--- src/rtl/minterm_sweeper.sv ---
// Sweeps a 4-input SoP unit through all 16 input vectors, captures its truth
// table and scores it against an expected minterm mask.
module minterm_sweeper #(
    parameter logic [15:0] EXPECTED = 16'hAC3C,
    parameter int          SETTLE   = 1
) (
    input  logic        clk,
    input  logic        rst_n,
    input  logic        start,
    input  logic        s,
    output logic        a,
    output logic        b,
    output logic        c,
    output logic        d,
    output logic        busy,
    output logic        done,
    output logic [15:0] result,
    output logic [4:0]  err_count,
    output logic        pass
);

    typedef enum logic [1:0] {ST_IDLE, ST_SETTLE, ST_SAMPLE, ST_DONE} state_t;

    localparam logic [3:0] SETTLE_LAST = 4'(SETTLE - 1);

    state_t     state, state_nxt;
    logic [3:0] idx;
    logic [3:0] cnt;
    logic       launch;
    logic       mismatch;

    // The swept vector is the index itself, so a..d only move when idx does.
    assign {a, b, c, d} = idx;

    always_comb begin
        state_nxt = state;
        launch    = 1'b0;
        // Case inequality so an x/z sample is scored as a mismatch.
        mismatch  = (s !== EXPECTED[idx]);
        case (state)
            ST_IDLE, ST_DONE: begin
                if (start) begin
                    state_nxt = ST_SETTLE;
                    launch    = 1'b1;
                end
            end
            ST_SETTLE: if (cnt == SETTLE_LAST) state_nxt = ST_SAMPLE;
            ST_SAMPLE: state_nxt = (idx == 4'd15) ? ST_DONE : ST_SETTLE;
            default:   state_nxt = ST_IDLE;
        endcase
    end

    always_ff @(posedge clk or negedge rst_n) begin
        if (!rst_n) state <= ST_IDLE;
        else        state <= state_nxt;
    end

    always_ff @(posedge clk or negedge rst_n) begin
        if (!rst_n) begin
            idx       <= 4'd0;
            cnt       <= 4'd0;
            busy      <= 1'b0;
            done      <= 1'b0;
            pass      <= 1'b0;
            result    <= 16'h0000;
            err_count <= 5'd0;
        end else if (launch) begin
            idx       <= 4'd0;
            cnt       <= 4'd0;
            busy      <= 1'b1;
            done      <= 1'b0;
            pass      <= 1'b0;
            result    <= 16'h0000;
            err_count <= 5'd0;
        end else begin
            case (state)
                ST_SETTLE: cnt <= cnt + 4'd1;
                ST_SAMPLE: begin
                    result[idx] <= s;
                    if (mismatch) err_count <= err_count + 5'd1;
                    if (idx == 4'd15) begin
                        // pass must include the final sample's score.
                        busy <= 1'b0;
                        done <= 1'b1;
                        pass <= (err_count == 5'd0) && !mismatch;
                    end else begin
                        idx <= idx + 4'd1;
                        cnt <= 4'd0;
                    end
                end
                default: ;
            endcase
        end
    end

endmodule

--- config.mk ---
export PLATFORM = sky130hd
export DESIGN_NAME = minterm_sweeper
export DESIGN_NICKNAME = d
export VERILOG_FILES = /design/src/rtl/minterm_sweeper.sv
export SDC_FILE = /design/constraint.sdc
export NUM_CORES = 1
export LEC_CHECK = 0
export BUFFER_PORTS_ARGS = -buffer_cell sky130_fd_sc_hd__buf_4
export CORE_ASPECT_RATIO = 1.75
export CORE_MARGIN = 2
export CORE_UTILIZATION = 35
export CTS_CLUSTER_SIZE = 24
export DETAILED_ROUTE_END_ITERATION = 10
export PLACE_DENSITY = 0.5
export SYNTH_ARGS = -nofsm -noshare
export SYNTH_HDL_FRONTEND = slang
export SYNTH_SLANG_ARGS = --single-unit
--- constraint.sdc ---
create_clock -name clk -period 3.6 [get_ports clk]
set_clock_uncertainty 0.15 [all_clocks]
set_input_delay 0.18 -clock clk [delete_from_list [all_inputs] [get_ports clk]]
set_output_delay 0.18 -clock clk [all_outputs]
set_load 0.005 [all_outputs]
======== Word-level counts from Yosys, hierarchy flattened ========
Memories as Yosys holds them, arrays and structs flattened.
Index checks and enable logic that the tools add are counted.
word-level totals
  register bits ........................... 34
  bits in read-only memories .............. 16
  output and inout bits ................... 28
  word-level logic and storage cells ...... 69
  memories kept ........................... 1
memories
  memory            depth  bits a word  rd ports  clocked after Yosys merged registers in  write ports  line  source
  (name not given)  16     1            1         0                                        0            39    mismatch = (s !== EXPECTED[idx]);
cells by class
  add/subtract/negate cells ............... 3
  order comparisons ....................... 2
  eq/ne operators ......................... 9
  multiplexer cells ....................... 30
  reductions and logical operators ........ 16
operator list
  kind                 count
  $mux 16              2
  $mux 4               5
  $bwmux 16            1
  $mux 5               3
  $mux 1               13
  $reduce_and 2->1     5
  $add 4x1->4 const B  2
  $pmux 4 s2           1
  $mux 2               3
  $ne 2x2->1 const B   3
  $pmux 2 s3           1
  $reduce_bool 2->1    3
  $add 5x1->5 const B  1
  $logic_not 5->1      1
  $lt 4x5->1 const B   1
  $demux 1 s4          1
  $eq 2x2->1 const B   2
  $eq 4x4->1 const B   1
  $ge 4x1->1 const B   1
  $logic_not 4->1      1
  $ne 3x3->1 const B   1
  $reduce_bool 3->1    1
  $eq 2x1->1 const B   1
  $logic_and 1x1->1    2
  4 further kinds      4

======== Longest topological paths before layout ========
  depth after elaboration ................. 8
  gate-level depth with buffers ........... 8

======== Worst setup path before layout ========
Ideal clock, no wire load.
  kind .................................... reg2reg
  start point ............................. register idx[2]
  end point ............................... register err_count[4]
  library setup time ...................... 0.069 ns
  arrival time ............................ 1.656 ns
  data required time ...................... 3.381 ns
  setup slack ............................. 1.725 ns
  cell stages (with the launch flop) ...... 7
  buffers on the path ..................... 1
  period minus slack after synthesis ...... 1.875 ns
  cells stage by stage .................... dfrtp_1 -> ha_1 -> xor2_1 -> and3b_1 -> buf_1 -> or3_1 -> nand3_1
between the ends
  cells in the longest elaborated chain, start to end .. 5
RTL lines
  what                          line  source
  from (decl)                   27    logic [3:0] idx;
  from (signal assigned)        87    idx <= idx + 4'd1;
  $mem_v2 16x1                  n/a
  $mux 1 (not written as such)  39
  $nex 1x1->1                   39
  $reduce_bool 2->1 (no line)   n/a
  $reduce_and 2->1 (no line)    n/a
  to (signal assigned)          80    if (mismatch) err_count <= err_count + 5'd1;
  to (decl)                     18    output logic [4:0] err_count,
No other way between the ends. The select of a mux whose other input is x is not followed.
A chain may end at the register's enable or synchronous reset.

======== Final worst setup path ========
  start point ............................. register state[0]
  end point ............................... register cnt[3]
between the ends
  cells in the longest elaborated chain, start to end .. 5
RTL lines
  what                                                       line  source
  from (decl)                                                26    state_t state, state_nxt;
  from (signal assigned)                                     55    else state <= state_nxt;
  $eq 2x2->1 or $logic_not 2->1 (tied branches)              40    case (state)
  $reduce_or 2->1                                            40
  $mux 1                                                     40
  $ne 3x3->1 (no line) or $reduce_bool 3->1 (tied branches)  n/a
  $reduce_and 2->1 (no line)                                 n/a
  to (signal assigned)                                       77    ST_SETTLE: cnt <= cnt + 4'd1;
  to (decl)                                                  28    logic [3:0] cnt;
Several ways; a longest one is shown, not always the timed one.

==> summary.md <==
| Metric | Value |
|---|---|
| Ports | `32` |
| WHS Endpoint | `result[8]` |
| Critical Path RT | `between 3000 and 4000 ps` |
| Layout net count | `239` |
| Max-slew headroom | `roughly 45%` |
| Initial Util | `between 30% and 40%` |
| Die area | `around 6000 um^2` |
| Fin crit period | `between 2000 and 2500 ps` |
| Crit end category | `flop` |
| Final ANT Viol Nets | `0` |
| FP Rows | `35` |
| Area contributors post-synth | `dfrtp_1, mux2i_1, ha_1` |
| Mux share of post-synthesis cell area | `around an eighth` |
| Vias | `between 1000 and 1500` |
| Adder-cell share of the synthesized area | `~8%` |
| # DRC | `0` |
| Fin. max-slew vios | `0` |
| Mapped Nets | `210` |
| Critical-path maximum fanout | `26` |
| Share of layout cells above drive strength 1 | `17.5%` |
| Post-DR vias/cell | `approximately 5.3` |
| CTS tree | `built` |
| Avg Cell Area, Syn | `slightly below 10 um^2` |
| Number of enable flip-flop cells after synthesis | `0` |
| R2r startpoint | `state[0]` |
| Die height | `101 um` |
| Clk_lat worst skew | `about 280 ps` |
| Setup repair bufs after CTS | `0` |
| Worst-Margin Slew | `roughly 830 ps` |
| Ys flop type | `dfrtp_1` |
| IO Port Bufs | `31` |
| GPL Wtd Cong | `slightly above 0.7` |
| CTS sink cnt | `34` |
| Initial antenna violation count | `0` |
| Post-route insts no fill | `between 200 and 300` |
| Met1 Resource Use GR | `18.0%` |
| Status | `finished, final reports clean` |
| Sequential area share after synthesis | `45.5%` |
| Placed cells | `270` |
| R2R depth | `6` |
| Sum of negative setup slack | `0 ps` |
| Clock root cell | `clkbuf_8` |
| #FFs+latches synth | `34` |
| Post-Synth Simple-Gate Area | `20.7%` |
| Maximum VDD drop | `0.000221 V` |
| DRT iter0 DRCs | `69` |
| Gr usage total | `between 15 and 20%` |
| Post-Synth XOR/XNOR Area | `~2.8%` |
| Critical R2R Capture | `cnt[3]` |
| Ant. Diodes | `0` |
| Placed wire-length estimate | `about 3.0 mm` |
| Clock buffer depth | `2` |
| Synth cell types | `37` |
| Share of the synthesized area in the top cell type | `45.5%` |
| Hold Crit Start | `s` |
| Grt met2 use | `around 28%` |
| Yosys warning count | `0` |
| Endpoints failing hold | `0` |
| Crit share post-route | `between 60% and 70%` |
| R2R Setup Slk | `between 1000 and 1500 ps` |
| Area delta synth->final | `18.6%` |
| RSZ-0062 raised after global routing | `false` |
| Worst EP arrival | `about 2400 ps` |
| Pleak | `between 1 and 1.5 nW` |
| 1st-pass router iterations | `4` |
| Vias in the first global route | `about 1500` |
| Power Dens Cells | `550 nW/um^2` |
| Grt ovf | `0` |
| Hold depth | `3` |
| Busiest metal layer after global routing | `met2` |
| H-tree levels | `2` |
| GRT met3 Usage | `between 3 and 4%` |
| Dominant cell type by area after synthesis | `dfrtp_1` |
| Final setup violation count | `0` |
| Post-synth ARST share | `between 90% and 100%` |
| Hold Crit Class | `in2reg` |
| Clk slew on worst S/H paths | `approximately 70 ps` |
| Die Wd | `roughly 59 um` |
| MaxCap Viol Count | `0` |
| Wire per inst | `around 15 um` |
| Largest net degree at the start of global routing | `35` |
| Global-route wire length before repair | `a little over 7 mm` |
| Worst setup SP type | `flop` |
| Final core occ | `42.6%` |
| Complex-gate fraction of the synthesized area | `6.35%` |
| Worst hold margin | `between 150 and 200 ps` |
| Num CTS Buffers | `5` |
| Fmax | `0.419 GHz` |
| Combinational family with the most area after synthesis | `simple AND/OR/NAND/NOR gates` |
| Core ar. | `5210 um^2` |
| Syn Inst Count | `about 190` |
| Routed WL | `4.20 mm` |
| WS Path Type | `reg2reg` |
| Mapped Area | `between 1500 and 2000 um^2` |
## worst max path at each step
| stage | slack, ps | end | from |
|---|---|---|---|
| 2_1_floorplan | 1730 | err_count[4] | idx[2] |
| 3_3_place_gp | 1350 | cnt[3] | state[0] |
| 3_5_place_dp | 1210 | cnt[3] | state[0] |
| 4_1_cts | 1210 | cnt[3] | state[0] |
| 5_1_grt | 900 | cnt[3] | state[0] |
| 6_report | 1220 | cnt[3] | state[0] |
## synth_stat cells, types with 2 or more instances
cell type / instances
dfrtp_1: 34
nor2_1: 24
mux2i_1: 20
nand2_1: 17
nand3_1: 14
ha_1: 12
inv_1: 10
nor3_1: 8
a21oi_1: 5
clkbuf_1: 5
nand4_1: 5
buf_2: 4
nor2b_1: 4
xor2_1: 4
buf_1: 2
mux2i_2: 2
o211ai_1: 2
o21ai_0: 2
xnor2_1: 2
## sequential cells by signal, indices dropped and copies added, names as in the netlist
name and flops:
result 16, err_count 5, cnt 4, idx 4
state 2, busy 1, done 1, pass 1
## per-stage QoR
step / worst slack [ps] / power [mW] / area, um^2
final: 1220 / 1.22 / 2220
after global routing: 900 / 1.33 / 2220
after CTS: 1210 / 1.24 / 2220
after detailed placement: 1210 / 0.970 / 2130
after global placement: 1350 / 0.950 / 2130
after floorplan: 1730 / 0.817 / 1870
## cell type report
type,count,area (um^2)
Clock buffer,7,76.3
Fill cell,516,2990
Inverter,10,37.5
Multi-Input combinational cell,139,937
Sequential cell,34,851
Tap cell,55,68.8
Timing Repair Buffer,33,250
## where the power goes
part	switching, mW	internal, mW
registers	0.0666	0.439
logic	0.264	0.189
clock network	0.130	0.133
## worst max-delay path, cell delays in order, from the launching register on
cell and delay, ps:
dfrtp_1 410, inv_1 90, ha_1 700, nand4_1 450, o211ai_1 250, xor2_1 170
nor2_1 50
## routing by layer
layer  up-vias  routed length (um)
li1        719                   -
met1       719                1670
met2        43                2260
met3         4                 218
met4         0                  49
met5         -                   0
## cell usage in the layout (no fill, tap or decap), types with 2 or more instances in the layout
cell	n
a21oi_1	5
buf_4	32
clkbuf_1	2
clkbuf_8	5
dfrtp_1	34
ha_1	12
inv_1	10
mux2i_1	20
mux2i_2	2
nand2_1	17
nand3_1	14
nand4_1	5
nor2_1	24
nor2b_1	4
nor3_1	8
o211ai_1	2
o21ai_0	2
xnor2_1	2
xor2_1	4
## kinds of logic (layout without fill, tap and decap cells)
group,Yosys count,after routing
AO/OA/AOI/OAI,18,18
XOR/XNOR,6,6
adder cells (fa/ha/maj),12,12
buffers and inverters,21,50
flip-flops,34,34
multiplexers,22,22
AND/OR/NAND/NOR,81,81
## repair_timing
item / in CTS / in global routing
hold buffers: 1 / 0
gates resized for setup: 0 / 0
endpoints found under the setup margin: 0 / 0
endpoints found under the hold margin: 34 / 0
(Power assumes the default switching activity.)
